`src/rtl/mux_serializer.sv`:
```
// ----------------------------------------------------------------------------
// mux_serializer
//
// Parallel-to-serial front end built around an N:1 bit multiplexer.
// The block accepts one N-bit word over a valid/ready handshake and stores it
// in a word register. It then steps the mux select through all N indices,
// advancing one index for each output beat that is accepted. When the last
// beat of a word is accepted in the same cycle that a new word is offered,
// the new word is loaded straight away, so back-to-back words leave no gap.
//
// Parameters
//   N          word width and mux input count (power of two, N >= 2)
//   K          select width, must equal log2(N)
//   MSB_FIRST  0: bit 0 goes out first, 1: bit N-1 goes out first
//
// Ports
//   clk        rising-edge clock
//   rst_n      synchronous reset, active low
//   in_valid   upstream word valid
//   in_ready   a word can be accepted this cycle (combinational on out_ready)
//   in_data    parallel word
//   out_valid  out_bit is valid
//   out_ready  downstream accepts out_bit
//   out_bit    currently selected bit, forced to 0 when out_valid is low
//   out_last   out_bit is the final bit of the current word
//   busy       a word is being serialized
// ----------------------------------------------------------------------------

// ----------------------------------------------------------------------------
// mux
//
// N:1 bit multiplexer built as a balanced tree of 2:1 selects.
// Nodes are kept in a heap layout: node j has children 2j+1 (select bit 0)
// and 2j+2 (select bit 1), and the leaves N-1 .. 2N-2 hold a[0] .. a[N-1].
// The root level uses the select MSB, so the path from the root to leaf i
// spells out i in binary, MSB first.
//
// Ports
//   a  data inputs, one bit per index
//   s  select index
//   y  a[s]
// ----------------------------------------------------------------------------
module mux #(
   parameter int N = 8,
   parameter int K = 3
) (
   input  logic [N-1:0] a,
   input  logic [K-1:0] s,
   output logic         y
);

   logic [2*N-2:0] node;

   // Leaves.
   for (genvar i = 0; i < N; i++) begin : g_leaf
      assign node[N-1+i] = a[i];
   end

   // Internal levels: depth d holds 2**d nodes and is steered by s[K-1-d].
   for (genvar d = 0; d < K; d++) begin : g_level
      for (genvar p = 0; p < (1 << d); p++) begin : g_node
         localparam int J = (1 << d) - 1 + p;
         assign node[J] = s[K-1-d] ? node[2*J+2] : node[2*J+1];
      end
   end

   assign y = node[0];

endmodule

module mux_serializer #(
   parameter int N         = 8,
   parameter int K         = 3,
   parameter bit MSB_FIRST = 1'b0
) (
   input  logic         clk,
   input  logic         rst_n,
   input  logic         in_valid,
   output logic         in_ready,
   input  logic [N-1:0] in_data,
   output logic         out_valid,
   input  logic         out_ready,
   output logic         out_bit,
   output logic         out_last,
   output logic         busy
);

   // Refuse to elaborate with a select that cannot address every input
   // exactly once.
   if (N < 2 || (1 << K) != N) begin : g_param_check
      $error("mux_serializer: N must be a power of two >= 2 and K == log2(N)");
   end

   // First and last select index of a word, fixed by the bit order.
   localparam logic [K-1:0] FIRST = MSB_FIRST ? K'(N-1) : K'(0);
   localparam logic [K-1:0] LAST  = MSB_FIRST ? K'(0)   : K'(N-1);

   typedef enum logic {
      IDLE  = 1'b0,
      SHIFT = 1'b1
   } state_t;

   state_t         state_q, state_d;
   logic [N-1:0]   word_q,  word_d;
   logic [K-1:0]   sel_q,   sel_d;

   logic           mux_y;
   logic           beat;   // output beat accepted this cycle
   logic           load;   // input word accepted this cycle

   // -------------------------------------------------------------------------
   // Bit selection
   // -------------------------------------------------------------------------
   mux #(
      .N (N),
      .K (K)
   ) u_mux (
      .a (word_q),
      .s (sel_q),
      .y (mux_y)
   );

   // -------------------------------------------------------------------------
   // Outputs, all decoded from registered state except in_ready, which looks
   // at out_ready so a new word can slip in on the final beat.
   // -------------------------------------------------------------------------
   assign out_valid = (state_q == SHIFT);
   assign busy      = (state_q == SHIFT);
   assign out_last  = (state_q == SHIFT) && (sel_q == LAST);
   assign out_bit   = out_valid & mux_y;

   assign beat      = out_valid && out_ready;
   // Held low during reset so upstream never sees a handshake that the
   // register update below would throw away.
   assign in_ready  = rst_n && ((state_q == IDLE) || (beat && out_last));
   assign load      = in_valid && in_ready;

   // -------------------------------------------------------------------------
   // Next-state logic
   // -------------------------------------------------------------------------
   always_comb begin
      // NOTE: every variable gets its hold value first, so no path through
      // the branches below leaves one unassigned and no latch is inferred.
      state_d = state_q;
      word_d  = word_q;
      sel_d   = sel_q;

      unique case (state_q)
         IDLE: begin
            if (load) begin
               word_d  = in_data;
               sel_d   = FIRST;
               state_d = SHIFT;
            end
         end

         SHIFT: begin
            if (load) begin
               // Final beat accepted with a new word waiting: reload without
               // leaving SHIFT.
               word_d  = in_data;
               sel_d   = FIRST;
            end else if (beat) begin
               if (out_last) begin
                  state_d = IDLE;
               end else if (MSB_FIRST) begin
                  sel_d = sel_q - K'(1);
               end else begin
                  sel_d = sel_q + K'(1);
               end
            end
         end

         default: state_d = IDLE;
      endcase
   end

   // -------------------------------------------------------------------------
   // State registers
   // -------------------------------------------------------------------------
   always_ff @(posedge clk) begin
      // NOTE: non-blocking assignments here so every register samples the
      // pre-edge values regardless of statement order.
      if (!rst_n) begin
         state_q <= IDLE;
         word_q  <= '0;
         sel_q   <= '0;
      end else begin
         state_q <= state_d;
         word_q  <= word_d;
         sel_q   <= sel_d;
      end
   end

endmodule
```
`config.mk`:
```
export PLATFORM = sky130hd
export DESIGN_NAME = mux_serializer
export DESIGN_NICKNAME = d
export VERILOG_FILES = /design/src/rtl/mux_serializer.sv
export SDC_FILE = /design/constraint.sdc
export NUM_CORES = 1
export LEC_CHECK = 0
export CORE_AREA = 2 2 39 41
export CTS_CLUSTER_SIZE = 16
export DETAILED_ROUTE_END_ITERATION = 7
export DIE_AREA = 0 0 41 43
export PLACE_DENSITY = 0.79
export SYNTH_ARGS = -nofsm -noshare
export SYNTH_HDL_FRONTEND = slang
export SYNTH_SLANG_ARGS = --single-unit
```
`constraint.sdc`:
```
create_clock -name clk -period 4 [get_ports clk]
set_input_delay 0.8 -clock clk [delete_from_list [all_inputs] [get_ports clk]]
set_output_delay 0.8 -clock clk [all_outputs]
set_load 0.01 [all_outputs]
```
==> qor.csv, run 1 <==
stage,metric,value,unit
worst_setup_path,Critical Path Source Type,primary input,
worst_setup_path,cell mode on critical path,clkdlybuf4s50_1,
detailed_routing,total number of vias,466,
sta,period utilization,75.6,%
synth,sequential element share of the synthesized area,41.9,%
clock_tree,CTS Buffer Depth,2,
finish,Syn-to-layout area delta,32.1,%
floorplanning,Starting Density,41.4,%
detailed_routing,DR vias/cell,4.85,
clock_tree,Hold Buf Count CTS,0,
clock_tree,clock sink total,12,
sta,Tmin final,3.02,ns
min_path,Hold Crit Class,reg2reg,
synth,Cell variety after synth,18,
finish,final net count,96,
clock_tree,"CTS clk-pin slew, worst paths",0.06,ns
detailed_routing,detailed-route DRC error count,0,
synth,Mapped Cells,64,
clock_tree,Root Driver,clkbuf_4,
pwr,Lkg Pwr,0.280,nW
clock_tree,clock buffer count from CTS,3,
finish,register area,240,um^2
worst_setup_path,CP max stage cell,clkdlybuf4s50_1,
sta,Fin Hold WS,0.450,ns
sta,final setup fails,0,
placement,GPL Wtd Cong,0.715,
finish,layout cells sized above 1,8.75,%
finish,Util after Layout,54.7,%
floorplanning,Die Width,41,um
floorplanning,Core ar.,1380,um^2
pwr,Worst IR Drop VDD,0.000224,V
finish,area of the multi-input gates,310,um^2
grt,vias in the first global route,397,
sta,fin. max-slew vios,0,
synth,Yosys reg bits,12,
grt,All-Layer GR Usage,14.7,%
finish,antenna cells,0,
grt,largest net degree at the start of global routing,17,
clock_tree,postcts setup bufs,0,
floorplanning,row cnt,14,
synth,Synthesized Nets,78,
clock_tree,H-tree depth,1,
clock_tree,Skew-Pair Late Insertion Delay,0.26,ns
floorplanning,IO Pins,17,
worst_setup_path,Worst Path Arrival,2.22,ns
detailed_routing,first-pass detailed-route iteration total,4,
synth,Ys Warns,0,
finish,FILL cells,136,
worst_setup_path,Critical Path Fanout Max,14,
grt,Congestion Overflow GR,0,
worst_setup_path,critical path class,in2out,
clock_tree,post-cts resize count,0,
sta,FMAX,0.331,GHz
floorplanning,Die Height,43,um
sta,unrepaired setup endpoints after global routing,false,
sta,Worst-Margin Slew,0.504,ns
worst_setup_path,CP required,3.20,ns
detailed_routing,DR iter-0 viols,6,
sta,clk_skew,0.00624,ns
detailed_routing,WL per Instance,10.2,um
grt,initial antenna violation count,0,
worst_setup_path,max incr delay on CP,0.71,ns
sta,relative slew slack,65.5,%
placement,DP HPWL,775,um
floorplanning,die area,1760,um^2
sta,Hold Fails Final Rpt,0,
detailed_routing,Final ANT Viol Nets,0,
worst_setup_path,CP Capture Type,output port,
sta,Final TNS setup,0,ns
worst_setup_path,crit path cell chain,clkdlybuf4s50_1 > nor2b_1 > clkdlybuf4s50_1,
run,MaxCap Viol Count,0,
status,status,"finished, final reports clean",
pwr,total power per unit cell area,317,nW/um^2
clock_tree,CTS tree,built,
detailed_routing,Detailed Route WL,982,um
synth,Mapped Area,573,um^2
grt,first-pass GRT wire length,1.67,mm
synth,Mapped Avg Cell Area,8.95,um^2
placement,port bufs,16,
-- where the power goes --
group	switching, mW	total, mW	internal, mW
Clock	0.0350	0.0698	0.0347
Combinational	0.0155	0.0391	0.0236
Sequential	0.00434	0.131	0.126
-- sequential cells by signal (all words and copies together) (netlist names) --
register and flops:
sel_q 3, word_q 8, busy 1
-- final timing paths --
path	from	end	slack [ns]	cells after the start
hold reg to reg	word_q[2]	word_q[2]	0.45	2
setup reg to reg	sel_q[1]	sel_q[2]	2.56	6
setup / recovery	rst_n	in_ready	0.98	3
hold / removal	word_q[2]	word_q[2]	0.45	2
-- cells by family after synthesis --
| kind of cell | count (synthesis) | synth area share (%) |
|---|---|---|
| simple gates | 28 | 25.1 |
| compound gates | 14 | 15.5 |
| flops | 12 | 41.9 |
| buf+inv | 4 | 3.93 |
| mux | 4 | 9.17 |
| fa+ha+maj | 2 | 4.37 |
-- per-stage QoR --
step	instances	instance area [um^2]	total power [mW]	setup slack, ns
floorplan	64	573	0.154	1.93
global placement	93	734	0.172	0.961
detailed placement	93	734	0.173	0.968
CTS	96	757	0.243	0.972
global route	96	757	0.253	0.907
finish	96	757	0.240	0.977
-- metal layers --
metal  wire length, um  share of wire, %  track usage (%)  vias to the layer above
met5                 0                 0                0                        -
met4                14               1.4             10.0                        0
met3                35               3.6             4.71                        2
met2               471                48             20.9                       10
met1               460                47             17.9                      204
li1                  -                 -                -                      250
-- cell type report --
cell class / count / share of cell area (%)
Inverter: 1 / 0.496
Sequential cell: 12 / 31.7
Tap cell: 16 / 2.64
Timing Repair Buffer: 16 / 21.2
Clock buffer: 3 / 2.98
Multi-Input combinational cell: 48 / 41.0
-- layout by cell type, fill, tap and decap left out --
| cell | count |
|---|---|
| nor2b_1 | 6 |
| a21boi_2 | 1 |
| and2_1 | 3 |
| ha_1 | 2 |
| nand2_1 | 17 |
| nor2b_4 | 1 |
| nor3_2 | 1 |
| mux2i_1 | 3 |
| o21a_1 | 1 |
| o21ai_1 | 8 |
| mux4_2 | 1 |
| clkbuf_4 | 3 |
| a2111oi_0 | 1 |
| dfxtp_1 | 12 |
| clkdlybuf4s50_1 | 16 |
| a22oi_1 | 2 |
| o22ai_1 | 1 |
| inv_1 | 1 |
-- critical path: cells and delay by family --
kind	cells	cell delay (ns)
buffers and inverters	2	1.25
AND/OR/NAND/NOR	1	0.18
-- Yosys cell counts, drive strengths merged --
cell type | instances | area share (%)
a2111oi | 1 | 1.5
a21boi | 1 | 2.0
a22oi | 2 | 2.6
and2 | 3 | 3.3
buf | 2 | 2.6
clkbuf | 1 | 0.65
dfxtp | 12 | 42
ha | 2 | 4.4
inv | 1 | 0.65
mux2i | 3 | 5.2
mux4 | 1 | 3.9
nand2 | 17 | 11
nor2b | 7 | 9.0
nor3 | 1 | 1.7
o21a | 1 | 1.3
o21ai | 8 | 7.0
o22ai | 1 | 1.1
(Power assumes the default switching activity.)
==> inputs of run 2 (changes only) <==
==> config.mk (replaced) <==
export PLATFORM = sky130hd
export DESIGN_NAME = mux_serializer
export DESIGN_NICKNAME = d
export VERILOG_FILES = /design/src/rtl/mux_serializer.sv
export SDC_FILE = /design/constraint.sdc
export NUM_CORES = 1
export LEC_CHECK = 0
export CORE_UTILIZATION = 44
export CTS_CLUSTER_SIZE = 16
export DETAILED_ROUTE_END_ITERATION = 7
export PLACE_DENSITY = 0.8
export SYNTH_ARGS = -nofsm -noshare
export SYNTH_HDL_FRONTEND = slang
export SYNTH_SLANG_ARGS = --single-unit
==> constraint.sdc (replaced) <==
create_clock -name clk -period 3 [get_ports clk]
set_input_delay 0.6 -clock clk [delete_from_list [all_inputs] [get_ports clk]]
set_output_delay 0.6 -clock clk [all_outputs]
set_load 0.01 [all_outputs]
==> qor.csv, run 2 (synthesized netlist as in run 1, its figures left out) <==
stage,metric,value,unit
status,status,"finished, final reports clean",
clock_tree,CTS tree,built,
sta,Final TNS setup,0,ns
sta,final setup fails,0,
detailed_routing,DR vias/cell,4.85,
finish,layout cells sized above 1,9.88,%
grt,first-pass GRT wire length,1.53,mm
clock_tree,postcts setup bufs,0,
sta,relative slew slack,66.5,%
clock_tree,H-tree depth,1,
grt,met3 GRT Util,8.72,%
finish,Largest register FFs,8,
grt,vias in the first global route,385,
floorplanning,Die Width,38.1,um
clock_tree,Hold Buf Count CTS,0,
detailed_routing,detailed-route DRC error count,0,
pwr,Worst IR Drop VDD,0.000277,V
finish,final net count,97,
detailed_routing,Detailed Route WL,1.01,mm
worst_setup_path,CP Capture Type,output port,
min_path,Hold Startpoint,word_q[7],
grt,initial antenna violation count,0,
floorplanning,Starting Density,49.6,%
pwr,Pwr Total,0.326,mW
worst_setup_path,CP required,2.40,ns
worst_setup_path,critical path class,reg2out,
detailed_routing,total number of vias,461,
finish,antenna cells,0,
detailed_routing,first-pass detailed-route iteration total,4,
sta,period utilization,87.0,%
grt,met2 Resource Use GR,23.7,%
clock_tree,CTS Buffer Depth,2,
floorplanning,Core ar.,1160,um^2
clock_tree,Skew-Pair Late Insertion Delay,0.27,ns
placement,port bufs,16,
sta,clk_skew,0.00210,ns
finish,"commonest non-fill, non-tap cells in the layout","nand2_1 (17), clkdlybuf4s50_1 (16), dfxtp_1 (12)",
grt,Global Route met1 Usage,18.5,%
clock_tree,clock sink total,12,
min_path,Hold EP,word_q[7],
sta,FMAX,0.383,GHz
finish,largest reg by FF count,word_q,
pwr,total power per unit cell area,428,nW/um^2
worst_setup_path,worst reg2reg startpoint,sel_q[0],
clock_tree,post-cts resize count,0,
sta,Hold Fails Final Rpt,0,
clock_tree,clock buffer count from CTS,3,
floorplanning,die area,1450,um^2
worst_setup_path,reg-to-reg endpoint,sel_q[1],
finish,"commonest non-fill, non-tap cell in the layout",nand2_1,
sta,Tmin final,2.61,ns
detailed_routing,WL per Instance,10.6,um
sta,unrepaired setup endpoints after global routing,false,
grt,GRT busiest layer,met2,
detailed_routing,Final ANT Viol Nets,0,
grt,Congestion Overflow GR,0,
worst_setup_path,R2R cell count,6,
min_path,Hold Crit Class,reg2reg,
finish,FILL cells,104,
grt,largest net degree at the start of global routing,17,
clock_tree,"CTS clk-pin slew, worst paths",0.07,ns
finish,Syn-to-layout area delta,33.0,%
placement,GPL Wtd Cong,0.665,
placement,DP HPWL,747,um
clock_tree,Root Driver,clkbuf_4,
grt,All-Layer GR Usage,16.1,%
worst_setup_path,r2r setup slk,1.56,ns
worst_setup_path,Critical Path Fanout Max,6,
sta,fin. max-slew vios,0,
detailed_routing,DR iter-0 viols,5,
floorplanning,Die Height,38.1,um
min_path,worst hold stages,2,
run,MaxCap Viol Count,0,
pwr,Lkg Pwr,0.285,nW
worst_setup_path,Critical Path Source Type,flip-flop,
sta,Worst-Margin Slew,0.489,ns
worst_setup_path,Worst Path Arrival,2.01,ns
floorplanning,IO Pins,17,
floorplanning,row cnt,12,
-- run 2: cell count changes in the layout (fill, tap and decap cells not counted) --
cell	previous run	this run
buf_4	0	1
-- run 2: area by class of cell --
type,instances,area [um^2],area share (%)
multi-input cells,48,310,40.7
flip-flops and latches,12,240,31.5
repair buffers,17,168,22.0
clock buffers,3,22.5,2.96
well taps,14,17.5,2.30
inverters,1,3.75,0.493
-- run 2: power breakdown --
part / switching [mW] / total (mW) / internal [mW] / leakage, nW
Combinational: 0.0207 / 0.0530 / 0.0323 / 0.172
Sequential: 0.00626 / 0.175 / 0.169 / 0.0985
Clock: 0.0520 / 0.0986 / 0.0465 / 0.0138
Total: 0.0790 / 0.326 / 0.247 / 0.285
-- run 2: metal layers --
| metal | share of wire [%] | wire [um] |
|---|---|---|
| met4 | 1.3 | 13 |
| met2 | 41 | 413 |
| met3 | 6.2 | 62 |
| met1 | 51 | 516 |
| met5 | 0 | 0 |
-- run 2: through the flow --
stage	utilization (%)	instance area [um^2]	setup slack [ns]	hold WS [ns]	instances
finish	65.9	762	0.390	0.449	95
floorplan	-	573	1.25	0.424	64
global placement	64.0	739	0.555	0.434	92
global route	65.9	762	0.327	0.471	95
CTS	65.9	762	0.380	0.453	95
detailed placement	64.0	739	0.550	0.444	92
-- run 2: how the worst max path moves through the flow --
stage               slack [ns]      start  endpoint
floorplan                 1.25   sel_q[2]   out_bit
global placement          0.56  out_ready  in_ready
detailed placement        0.55  out_ready  in_ready
CTS                       0.38   sel_q[2]   out_bit
global route              0.33   sel_q[2]   out_bit
finish                    0.39   sel_q[2]   out_bit
-- run 2: worst max-delay path, stage by stage (launching register included) --
cell	delay (ns)
dfxtp_1	0.48
mux4_2	0.53
mux2i_1	0.18
nor3_2	0.06
clkdlybuf4s50_1	0.49
==> inputs of run 3 (changes only) <==
--- a/config.mk
+++ b/config.mk
@@ -6,6 +6,7 @@
 export NUM_CORES = 1
 export LEC_CHECK = 0
 export CORE_UTILIZATION = 44
+export CTS_CLUSTER_DIAMETER = 50
 export CTS_CLUSTER_SIZE = 16
 export DETAILED_ROUTE_END_ITERATION = 7
 export PLACE_DENSITY = 0.8
==> results of run 3 <==
The final DEF is identical to that of run 2; final timing and power are the same.
